--- src/rtl/ps2kbd_pkg.sv ---
// ps2kbd_pkg: shared FSM states, register map, status bit positions and control masks (PS2KBD_PARITY_CHECK_EN selects parity checking)
package ps2kbd_pkg;
  typedef enum logic [1:0] {RX_IDLE, RX_DATA, RX_PARITY, RX_STOP} rx_state_e;
  localparam logic [1:0] REG_DATA   = 2'd0;
  localparam logic [1:0] REG_STATUS = 2'd1;
  localparam logic [1:0] REG_CTRL   = 2'd2;
  localparam logic [1:0] REG_RSVD   = 2'd3;
  localparam int ST_NE   = 7;
  localparam int ST_FULL = 6;
  localparam int ST_OVF  = 5;
  localparam int ST_PERR = 4;
  localparam int ST_FERR = 3;
  localparam logic [7:0] CTRL_FLUSH   = 8'h01;
  localparam logic [7:0] CTRL_CLR_ERR = 8'h02;
  function automatic logic [7:0] pack_status(input logic ne, input logic full, input logic ovf,
                                             input logic perr, input logic ferr, input logic [2:0] cnt);
    logic [7:0] s;
    s = {5'b0, cnt};
    s[ST_NE] = ne;
    s[ST_FULL] = full;
    s[ST_OVF] = ovf;
    s[ST_PERR] = perr;
    s[ST_FERR] = ferr;
    return s;
  endfunction
endpackage

--- src/rtl/ps2_rx.sv ---
// ps2_rx: PS/2 line synchronisers, falling-edge detect, frame FSM and inactivity timeout (PS2KBD_PARITY_CHECK_EN enables odd-parity check)
module ps2_rx
  import ps2kbd_pkg::*;
#(
  parameter int TIMEOUT_CYCLES = 2048
) (
  input  logic       clk,
  input  logic       rst,
  input  logic       ps2_clk,
  input  logic       ps2_data,
  output logic       byte_valid,
  output logic [7:0] rx_byte,
  output logic       perr,
  output logic       frameerr
);
  localparam int TW = $clog2(TIMEOUT_CYCLES + 1);
  logic [1:0] clk_sync_q, clk_sync_d, dat_sync_q, dat_sync_d;
  logic clk_prev_q, clk_prev_d;
  rx_state_e state_q, state_d;
  logic [2:0] bit_cnt_q, bit_cnt_d;
  logic [7:0] shift_q, shift_d;
  logic [TW-1:0] tmo_q, tmo_d;
  logic valid_q, valid_d, perr_q, perr_d, ferr_q, ferr_d;
  logic fall, sdat, parity_ok;
`ifdef PS2KBD_PARITY_CHECK_EN
  logic par_q, par_d;
  assign parity_ok = ^{shift_q, par_q};
`else
  assign parity_ok = 1'b1;
`endif
  assign fall = clk_prev_q & ~clk_sync_q[1];
  assign sdat = dat_sync_q[1];
  assign byte_valid = valid_q;
  assign rx_byte = shift_q;
  assign perr = perr_q;
  assign frameerr = ferr_q;
  // shift the raw lines through the synchronisers and keep the previous synchronised clock
  always_comb begin
    clk_sync_d = {clk_sync_q[0], ps2_clk};
    dat_sync_d = {dat_sync_q[0], ps2_data};
    clk_prev_d = clk_sync_q[1];
  end
  // frame FSM next state: bits are taken on PS/2 clock falling edges, stalls abort the frame
  always_comb begin
    state_d = state_q;
    bit_cnt_d = bit_cnt_q;
    shift_d = shift_q;
    tmo_d = '0;
    valid_d = 1'b0;
    perr_d = 1'b0;
    ferr_d = 1'b0;
`ifdef PS2KBD_PARITY_CHECK_EN
    par_d = par_q;
`endif
    if (state_q != RX_IDLE && !fall) begin
      tmo_d = tmo_q + 1'b1;
      if (tmo_q == TW'(TIMEOUT_CYCLES - 1)) begin
        state_d = RX_IDLE;
        tmo_d = '0;
      end
    end
    if (fall) begin
      case (state_q)
        RX_IDLE: begin
          state_d = sdat ? RX_IDLE : RX_DATA;
          bit_cnt_d = 3'd0;
        end
        RX_DATA: begin
          shift_d = {sdat, shift_q[7:1]};
          bit_cnt_d = bit_cnt_q + 3'd1;
          state_d = (bit_cnt_q == 3'd7) ? RX_PARITY : RX_DATA;
        end
        RX_PARITY: begin
`ifdef PS2KBD_PARITY_CHECK_EN
          par_d = sdat;
`endif
          state_d = RX_STOP;
        end
        default: begin
          state_d = RX_IDLE;
          valid_d = sdat & parity_ok;
          perr_d = sdat & ~parity_ok;
          ferr_d = ~sdat;
        end
      endcase
    end
  end
  // receiver registers; synchronisers reset to the idle-high line level
  always_ff @(posedge clk) begin
    if (rst) begin
      clk_sync_q <= 2'b11;
      dat_sync_q <= 2'b11;
      clk_prev_q <= 1'b1;
      state_q <= RX_IDLE;
      bit_cnt_q <= '0;
      shift_q <= '0;
      tmo_q <= '0;
      valid_q <= 1'b0;
      perr_q <= 1'b0;
      ferr_q <= 1'b0;
    end else begin
      clk_sync_q <= clk_sync_d;
      dat_sync_q <= dat_sync_d;
      clk_prev_q <= clk_prev_d;
      state_q <= state_d;
      bit_cnt_q <= bit_cnt_d;
      shift_q <= shift_d;
      tmo_q <= tmo_d;
      valid_q <= valid_d;
      perr_q <= perr_d;
      ferr_q <= ferr_d;
    end
  end
`ifdef PS2KBD_PARITY_CHECK_EN
  // captured parity bit for the odd-parity check at the stop bit
  always_ff @(posedge clk) begin
    if (rst) par_q <= 1'b0;
    else par_q <= par_d;
  end
`endif
endmodule

--- src/rtl/ps2kbd.sv ---
// ps2kbd: PS/2 keyboard receiver with byte FIFO, sticky error flags and CPU register interface (PS2KBD_PARITY_CHECK_EN enables parity errors)
module ps2kbd
  import ps2kbd_pkg::*;
#(
  parameter int FIFO_DEPTH     = 8,
  parameter int TIMEOUT_CYCLES = 2048
) (
  input  logic       clk,
  input  logic       rst,
  output logic [7:0] dbr,
  input  logic [7:0] dbw,
  input  logic [1:0] addr,
  input  logic       we,
  input  logic       ps2_clk,
  input  logic       ps2_data,
  output logic       irq_n
);
  localparam int AW = $clog2(FIFO_DEPTH);
  localparam int CW = AW + 1;
  logic rx_valid, rx_perr, rx_ferr;
  logic [7:0] rx_byte;
  logic [7:0] mem_q [FIFO_DEPTH];
  logic [7:0] mem_d [FIFO_DEPTH];
  logic [AW-1:0] wr_q, wr_d, rd_q, rd_d;
  logic [CW-1:0] cnt_q, cnt_d;
  logic ovf_q, ovf_d, perr_q, perr_d, ferr_q, ferr_d;
  logic [7:0] dbr_q, dbr_d;
  logic empty, full, pop_req, do_pop, do_push, flush, clr;
  logic [2:0] cnt_sat;
  ps2_rx #(.TIMEOUT_CYCLES(TIMEOUT_CYCLES)) u_rx (
    .clk       (clk),
    .rst       (rst),
    .ps2_clk   (ps2_clk),
    .ps2_data  (ps2_data),
    .byte_valid(rx_valid),
    .rx_byte   (rx_byte),
    .perr      (rx_perr),
    .frameerr  (rx_ferr)
  );
  assign empty = (cnt_q == '0);
  assign full = (cnt_q == CW'(FIFO_DEPTH));
  assign pop_req = we && addr == REG_STATUS;
  assign flush = we && addr == REG_CTRL && |(dbw & CTRL_FLUSH);
  assign clr = we && addr == REG_CTRL && |(dbw & CTRL_CLR_ERR);
  assign do_pop = pop_req & ~empty;
  assign do_push = rx_valid & (~full | do_pop);
  assign cnt_sat = (32'(cnt_q) > 7) ? 3'd7 : 3'(cnt_q);
  assign dbr = dbr_q;
  assign irq_n = empty;
  // FIFO pointer/count update, sticky flags and the registered bus read mux
  always_comb begin
    mem_d = mem_q;
    wr_d = wr_q;
    rd_d = rd_q;
    if (do_push) mem_d[wr_q] = rx_byte;
    if (do_push) wr_d = wr_q + 1'b1;
    if (do_pop) rd_d = rd_q + 1'b1;
    cnt_d = cnt_q + CW'(do_push) - CW'(do_pop);
    if (flush) begin
      wr_d = '0;
      rd_d = '0;
      cnt_d = '0;
    end
    ovf_d = (ovf_q & ~clr) | (rx_valid & full & ~pop_req);
    perr_d = (perr_q & ~clr) | rx_perr;
    ferr_d = (ferr_q & ~clr) | rx_ferr;
    dbr_d = (addr == REG_DATA) ? (empty ? 8'h00 : mem_q[rd_q]) :
            (addr == REG_STATUS) ? pack_status(~empty, full, ovf_q, perr_q, ferr_q, cnt_sat) : 8'hFF;
  end
  // FIFO storage needs no reset; only pointers and count define its contents
  always_ff @(posedge clk) mem_q <= mem_d;
  // control state and bus read register
  always_ff @(posedge clk) begin
    if (rst) begin
      wr_q <= '0;
      rd_q <= '0;
      cnt_q <= '0;
      ovf_q <= 1'b0;
      perr_q <= 1'b0;
      ferr_q <= 1'b0;
      dbr_q <= 8'h00;
    end else begin
      wr_q <= wr_d;
      rd_q <= rd_d;
      cnt_q <= cnt_d;
      ovf_q <= ovf_d;
      perr_q <= perr_d;
      ferr_q <= ferr_d;
      dbr_q <= dbr_d;
    end
  end
endmodule

--- config.mk ---
export PLATFORM = sky130hd
export DESIGN_NAME = ps2kbd
export DESIGN_NICKNAME = d
export VERILOG_FILES = /design/src/rtl/ps2kbd_pkg.sv /design/src/rtl/ps2_rx.sv /design/src/rtl/ps2kbd.sv
export SDC_FILE = /design/constraint.sdc
export NUM_CORES = 1
export LEC_CHECK = 0
export ABC_AREA = 0
export CAP_MARGIN = 15
export CORE_MARGIN = 2
export CORE_UTILIZATION = 42
export DETAILED_ROUTE_END_ITERATION = 8
export PLACE_DENSITY = 0.71
export SLEW_MARGIN = 15
export SYNTH_ARGS = -nofsm -noshare
export SYNTH_HDL_FRONTEND = slang
export SYNTH_SLANG_ARGS = --single-unit
export TNS_END_PERCENT = 10
--- constraint.sdc ---
create_clock -name clk -period 2.7 [get_ports clk]
set_clock_uncertainty 0.05 [all_clocks]
set_input_delay 0.27 -clock clk [delete_from_list [all_inputs] [get_ports clk]]
set_output_delay 0.27 -clock clk [all_outputs]
set_load 0.005 [all_outputs]
==> results of run 1 <==
-- layer usage --
metal / track usage [%] / wire, um
met5: 0 / 0
met4: 8.047 / 196
met3: 5.513 / 376
met2: 28.48 / 4518
met1: 19.10 / 3718
-- state kept, by name (all words and copies together), names as in the netlist --
signal	cells
cnt_q	4
dbr	8
ferr_q	1
mem_q	64
ovf_q	1
perr_q	1
rd_q	3
u_rx.bit_cnt_q	3
u_rx.byte_valid	1
u_rx.clk_prev_q	1
u_rx.clk_sync_q	2
u_rx.dat_sync_q	2
u_rx.frameerr	1
u_rx.rx_byte	8
u_rx.state_q	2
u_rx.tmo_q	12
wr_q	3
-- per-stage QoR --
| stage | util [%] | std cells |
|---|---|---|
| 2_1_floorplan | - | 347 |
| 3_3_place_gp | 47.05 | 509 |
| 3_5_place_dp | 47.05 | 509 |
| 4_1_cts | 52.92 | 541 |
| 5_1_grt | 52.92 | 541 |
| 6_report | 52.92 | 541 |
-- where the power goes --
group	switching [mW]	internal (mW)
registers	0.0169	1.89
clock network	0.740	1.56
logic	0.167	0.188
total	0.923	3.65
-- kinds of logic (layout without fill, tap and decap cells) --
family | Yosys count | count (layout)
AOI/OAI and AO/OA | 49 | 49
xor gates and xnor gates | 13 | 13
adders and majority gates | 16 | 16
buffers and inverters | 30 | 84
DFF | 117 | 117
muxes | 26 | 26
and+or+nand+nor | 96 | 96
-- worst max-delay path, cell delays in order (launching register included) --
cell and delay (ps):
dfxtp_1 360, inv_1 60, ha_1 190, nor3b_2 160, o21ai_0 240, nand2_1 120, ha_1 290, inv_1 60
ha_1 150, inv_1 50, fa_1 370, xor2_1 150, nor2_1 60
-- cell usage after synthesis (3+ instances only) --
library cell,instances
clkbuf_1,6
or2_2,5
nand3_1,7
buf_2,5
o21ai_0,8
xnor2_1,5
nor3_1,6
ha_1,15
dfxtp_1,53
nand2_1,22
or3_1,4
nor2_1,30
inv_1,16
nand2b_1,3
mux2i_1,10
xor2_1,8
a21oi_1,23
edfxtp_1,64
mux4_2,16
o22ai_1,5
buf_6,3
-- worst paths after layout --
check                        to  slack, ps          startpoint  cells after the start
max                    cnt_q[2]        270            cnt_q[3]                     12
min          u_rx.dat_sync_q[0]        270            ps2_data                      2
max reg2reg            cnt_q[2]        270            cnt_q[3]                     12
min reg2reg  u_rx.dat_sync_q[1]        360  u_rx.dat_sync_q[0]                      1
-- layout make-up --
type	instances	area, um^2	area share, %
clock buffer	28	590.6	10.25
clock inverter	4	48.80	0.8469
inverter	16	60.06	1.042
multi-input combinational	200	1592	27.62
sequential	117	2983	51.77
tap	140	175.2	3.040
timing repair buffer	36	312.8	5.429
==> results.md, run 1 <==
- CP Capture Type: flip-flop
- Filler cell count in the final layout: a little under 900
- Area Growth Syn to Fin: 22.18%
- Placement Cell Area: approximately 0.005 mm^2
- Post-synthesis mux area share: under 10%
- Post-CTS sizing: 0
- Distinct cells, synth: 46
- Worst-path fanout max: 4
- CTS Sinks: 117
- Adder-cell share of the synthesized area: 4.404%
- TritonCTS Buffers: 17
- Hold_ws: ~270 ps
- Worst EP arrival: around 2800 ps
- Worst EP required: 3050 ps
- Synth Register Bits: around 120
- Ant. Diodes: 0
- NumNets Final: 419
- Syn_area_per_cell: around 14 um^2
- H-tree Lvls: 4
- Final worst slack: about 270 ps
- Routed wire length: 8810 um
- Area share of the largest cell type after synthesis: between 40% and 50%
- First DRT Iteration DRCs: 187
- Fin crit period: 2425 ps
- RSZ-0062 raised after global routing: false
- Largest net degree at the start of global routing: 21
- Global Route Usage Sum: 16.82%
- Endpoints failing setup: 0
- Core area: roughly 0.011 mm^2
- Pre-Repair DR Iteration Count: 4
- Main combinational cell family by area after synthesis: simple AND/OR/NAND/NOR gates
- Fmax: 412.3 MHz
- Vias per std cell: between 5 and 6
- Final worst-path cycle share: between 80% and 90%
- Synth Area in Simple Gates: between 10% and 20%
- DRT antenna net count: 0
- Async S/R FF share, synth: 0%
- Complex-gate fraction of the synthesized area: 6.660%
- Final Hold Vio Count: 0
- Setup CP Type: reg2reg
- Slew at the pin closest to its max-slew limit: 739.6 ps
- Cts hold-fix bufs: 0
- Post-synthesis xor/xnor area fraction: approximately 2.4%
- Slew HR: approximately half
- Routability cong.: ~0.8
- Vias in the first global route: 2928
- DRC: 0
- IO buf count: 17
- Leakage: slightly above 2 nW
- Post-DP HPWL: approximately 5600 um
- DR WL/cell: roughly 16 um
- DIE HEIGHT: 110.0 um
- Cell Rows: 38
- Clock root buffer: clkbuf_8
- Postcts setup bufs: 0
- Top Ports: 24
- Starting Density: between 40 and 50%
- Post-Place Worst Slack: approximately 110 ps
- Status: finished clean
- Mapped cell area: 0.004716 mm^2
- VDD IR max: about 380 uV
- YS warnings: 0
- Startpoint Class: flip-flop
- Top post-synthesis cells by area: edfxtp_1 (41%), dfxtp_1 (22%), mux4_2 (7.6%), ha_1 (4.0%), a21oi_1 (2.4%)
- First-pass GRT wire length: 14640 um
- Cell taking the most area after synthesis: edfxtp_1
- Maxcap violations: 0
- TNS Setup: 0 ps
- PD cells: 793.0 mW/mm^2
- Most common cell after layout, fill and taps aside: edfxtp_1
- Clock Path Buffers: 2
- Overall via count from detail_route: 2835
- Dominant synthesized flop cell: edfxtp_1
- Overall power: approximately 4.6 mW
- Synth Instances: ~350
- Syn_nets: between 300 and 400
- DIE WIDTH: about 110 um
- TritonCTS clock tree: done
- Total gr overflow: 0
- Fraction of layout cells with a size suffix above 1: about a fifth
- Clk slew on worst S/H paths: roughly 60 ps
- Most frequent cells in the layout: edfxtp_1 (64), dfxtp_1 (53), nor2_1 (30)
- Clk_lat worst skew: about 510 ps
- EDFF count, synth: 64
- Worst Hold Class: in2reg
- Initial antenna violation count: 0
- Fin area: a little under 0.006 mm^2
- Seq/Total Area, Yosys: 63.25%
- Max-slew violations: 0
- Die area: about 0.012 mm^2
(Power assumes the default switching activity.)
==> inputs of run 2 (changes only) <==
==> constraint.sdc (replaced) <==
create_clock -name clk -period 3.05 [get_ports clk]
set_clock_uncertainty 0.05 [all_clocks]
set_input_delay 0.305 -clock clk [delete_from_list [all_inputs] [get_ports clk]]
set_output_delay 0.305 -clock clk [all_outputs]
set_load 0.005 [all_outputs]
==> run 2 against run 1 <==
Effect of this change:
- sequential cell count did not move
- die area did not move
- global-route usage fell by 1.1 points
- sequential power fell by 12%
- first-iteration DRC count fell by 22%
- worst hold slack improved by 41 ps
- critical endpoint unchanged
- register-to-register slack improved by 180 ps
- largest power group unchanged
- cell count fell by 0.74%
==> results.md, run 2 (synthesis gave the netlist of run 1 again) <==
- Slew at the pin closest to its max-slew limit: just under 800 ps
- Most frequent cells in the layout: edfxtp_1 (64), dfxtp_1 (53), nor2_1 (30)
- Total gr overflow: 0
- First-pass GRT wire length: 13770 um
- Pre-Repair DR Iteration Count: 4
- Vias in the first global route: roughly 2.8k
- Die area: 0.01209 mm^2
- Most flops, register: mem_q
- TritonCTS Buffers: 17
- DIE HEIGHT: 110.0 um
- Most common cell after layout, fill and taps aside: edfxtp_1
- DR WL/cell: between 15 and 20 um
- Routed wire length: ~8400 um
- First DRT Iteration DRCs: approximately 150
- Maxcap violations: 0
- Ant. Diodes: 0
- Max-slew violations: 0
- Post-DP HPWL: roughly 5600 um
- Largest register FFs: 64
- Filler cell count in the final layout: between 800 and 900
- Cts hold-fix bufs: 0
- TNS Setup: 0 ps
- Post-CTS sizing: 0
- Postcts setup bufs: 0
- TritonCTS clock tree: done
- Vias per std cell: about 5.1
- Startpoint Class: flip-flop
- Status: finished clean
- CP Capture Type: flip-flop
- Final Hold Vio Count: 0
- Fraction of layout cells with a size suffix above 1: a little under a fifth
- Worst EP arrival: 2950 ps
- IO buf count: 17
- Global Route Usage Sum: 15.69%
- Met2 WL: roughly 4300 um
- Worst EP required: 3400 ps
- Core area: approximately 0.011 mm^2
- Leakage: 1.962 nW
- Worst Hold Class: in2reg
- DIE WIDTH: roughly 110 um
- Endpoints failing setup: 0
- # placed instances: 505
- Setup CP Type: reg2reg
- NumNets Final: about 420
- Area Growth Syn to Fin: 20.72%
- Clk slew on worst S/H paths: approximately 60 ps
- CTS Sinks: around 120
- Worst-path fanout max: 5
- WL met1: about 3600 um
- Routability cong.: around 0.78
- Routed wl met3: 358 um
- Fmax: between 300 and 400 MHz
- Cell Rows: 38
- Overall via count from detail_route: 2759
- VDD IR max: just over 500 uV
- Initial antenna violation count: 0
- Fin crit period: 2600 ps
- Top flop regs: mem_q x64, u_rx.tmo_q x12
- Clock root buffer: clkbuf_8
- Largest net degree at the start of global routing: 23
- Top Ports: 24
- Overall power: about 4.0 mW
- RSZ-0062 raised after global routing: false
- PD cells: 698.0 mW/mm^2
- DRT antenna net count: 0
- Finished Layout Cells: approximately 540
- Clock Path Buffers: 2
- DRC: 0
- Starting Density: between 40% and 50%
- Clk_lat worst skew: about 510 ps
- Slew HR: roughly half
- DR top layer: met4
- Final worst-path cycle share: between 80 and 90%
- H-tree Lvls: 4
[run 2: changes by cell type in the layout (fill, tap and decap cells not counted), sizes merged]
| cell | previous run | this run |
|---|---|---|
| buf | 19 | 15 |
| clkbuf | 28 | 17 |
| bufinv | 1 | 4 |
| clkinv | 3 | 7 |
| clkinvlp | 0 | 3 |
| inv | 16 | 17 |
[run 2: cell type report]
cell class / count / area (um^2) / area share, %
Sequential cell: 117 / 2983 / 52.40
Multi-Input combinational cell: 200 / 1592 / 27.96
Clock buffer: 17 / 414.1 / 7.275
Timing Repair Buffer: 32 / 282.8 / 4.967
Clock inverter: 15 / 186.4 / 3.275
Tap cell: 140 / 175.2 / 3.077
Inverter: 16 / 60.06 / 1.055
[run 2: stage by stage]
step                      util [%]  hold WS (ps)  setup WS [ps]  instance area, um^2
final                        52.29         307.2          450.5                 5693
after global routing         52.29         308.4          288.5                 5693
after CTS                    52.29         285.2          462.7                 5693
after detailed placement     46.77         349.7          273.7                 5092
after global placement       46.77         347.0          339.3                 5092
after floorplan                  -         339.5          601.1                 4716
[run 2: worst max-delay path, stage by stage, from the launching register on]
cell and delay, ps:
dfxtp_1 370, inv_1 60, ha_1 190, nor3b_2 170, o21ai_0 310, nand2_1 210, ha_1 310, inv_1 50
ha_1 160, inv_1 60, fa_1 370, xor2_1 140, nor2_1 50
[run 2: worst paths after layout]
path | slack [ps] | endpoint | start | cells past startpoint
max | 450 | cnt_q[2] | cnt_q[3] | 12
max reg2reg | 450 | cnt_q[2] | cnt_q[3] | 12
min reg2reg | 360 | u_rx.clk_sync_q[1] | u_rx.clk_sync_q[0] | 1
min | 310 | u_rx.dat_sync_q[0] | ps2_data | 2
[run 2: power by group]
group          leakage, nW  internal [mW]  switching, mW
Combinational        0.652          0.158          0.143
Sequential            1.02           1.68         0.0163
Clock                0.286           1.31          0.666
[run 2: layer usage]
metal	global-route usage, %	vias up
met5	0	-
met3	5.631	11
met2	25.94	52
li1	-	1351
met4	5.967	0
met1	18.72	1345
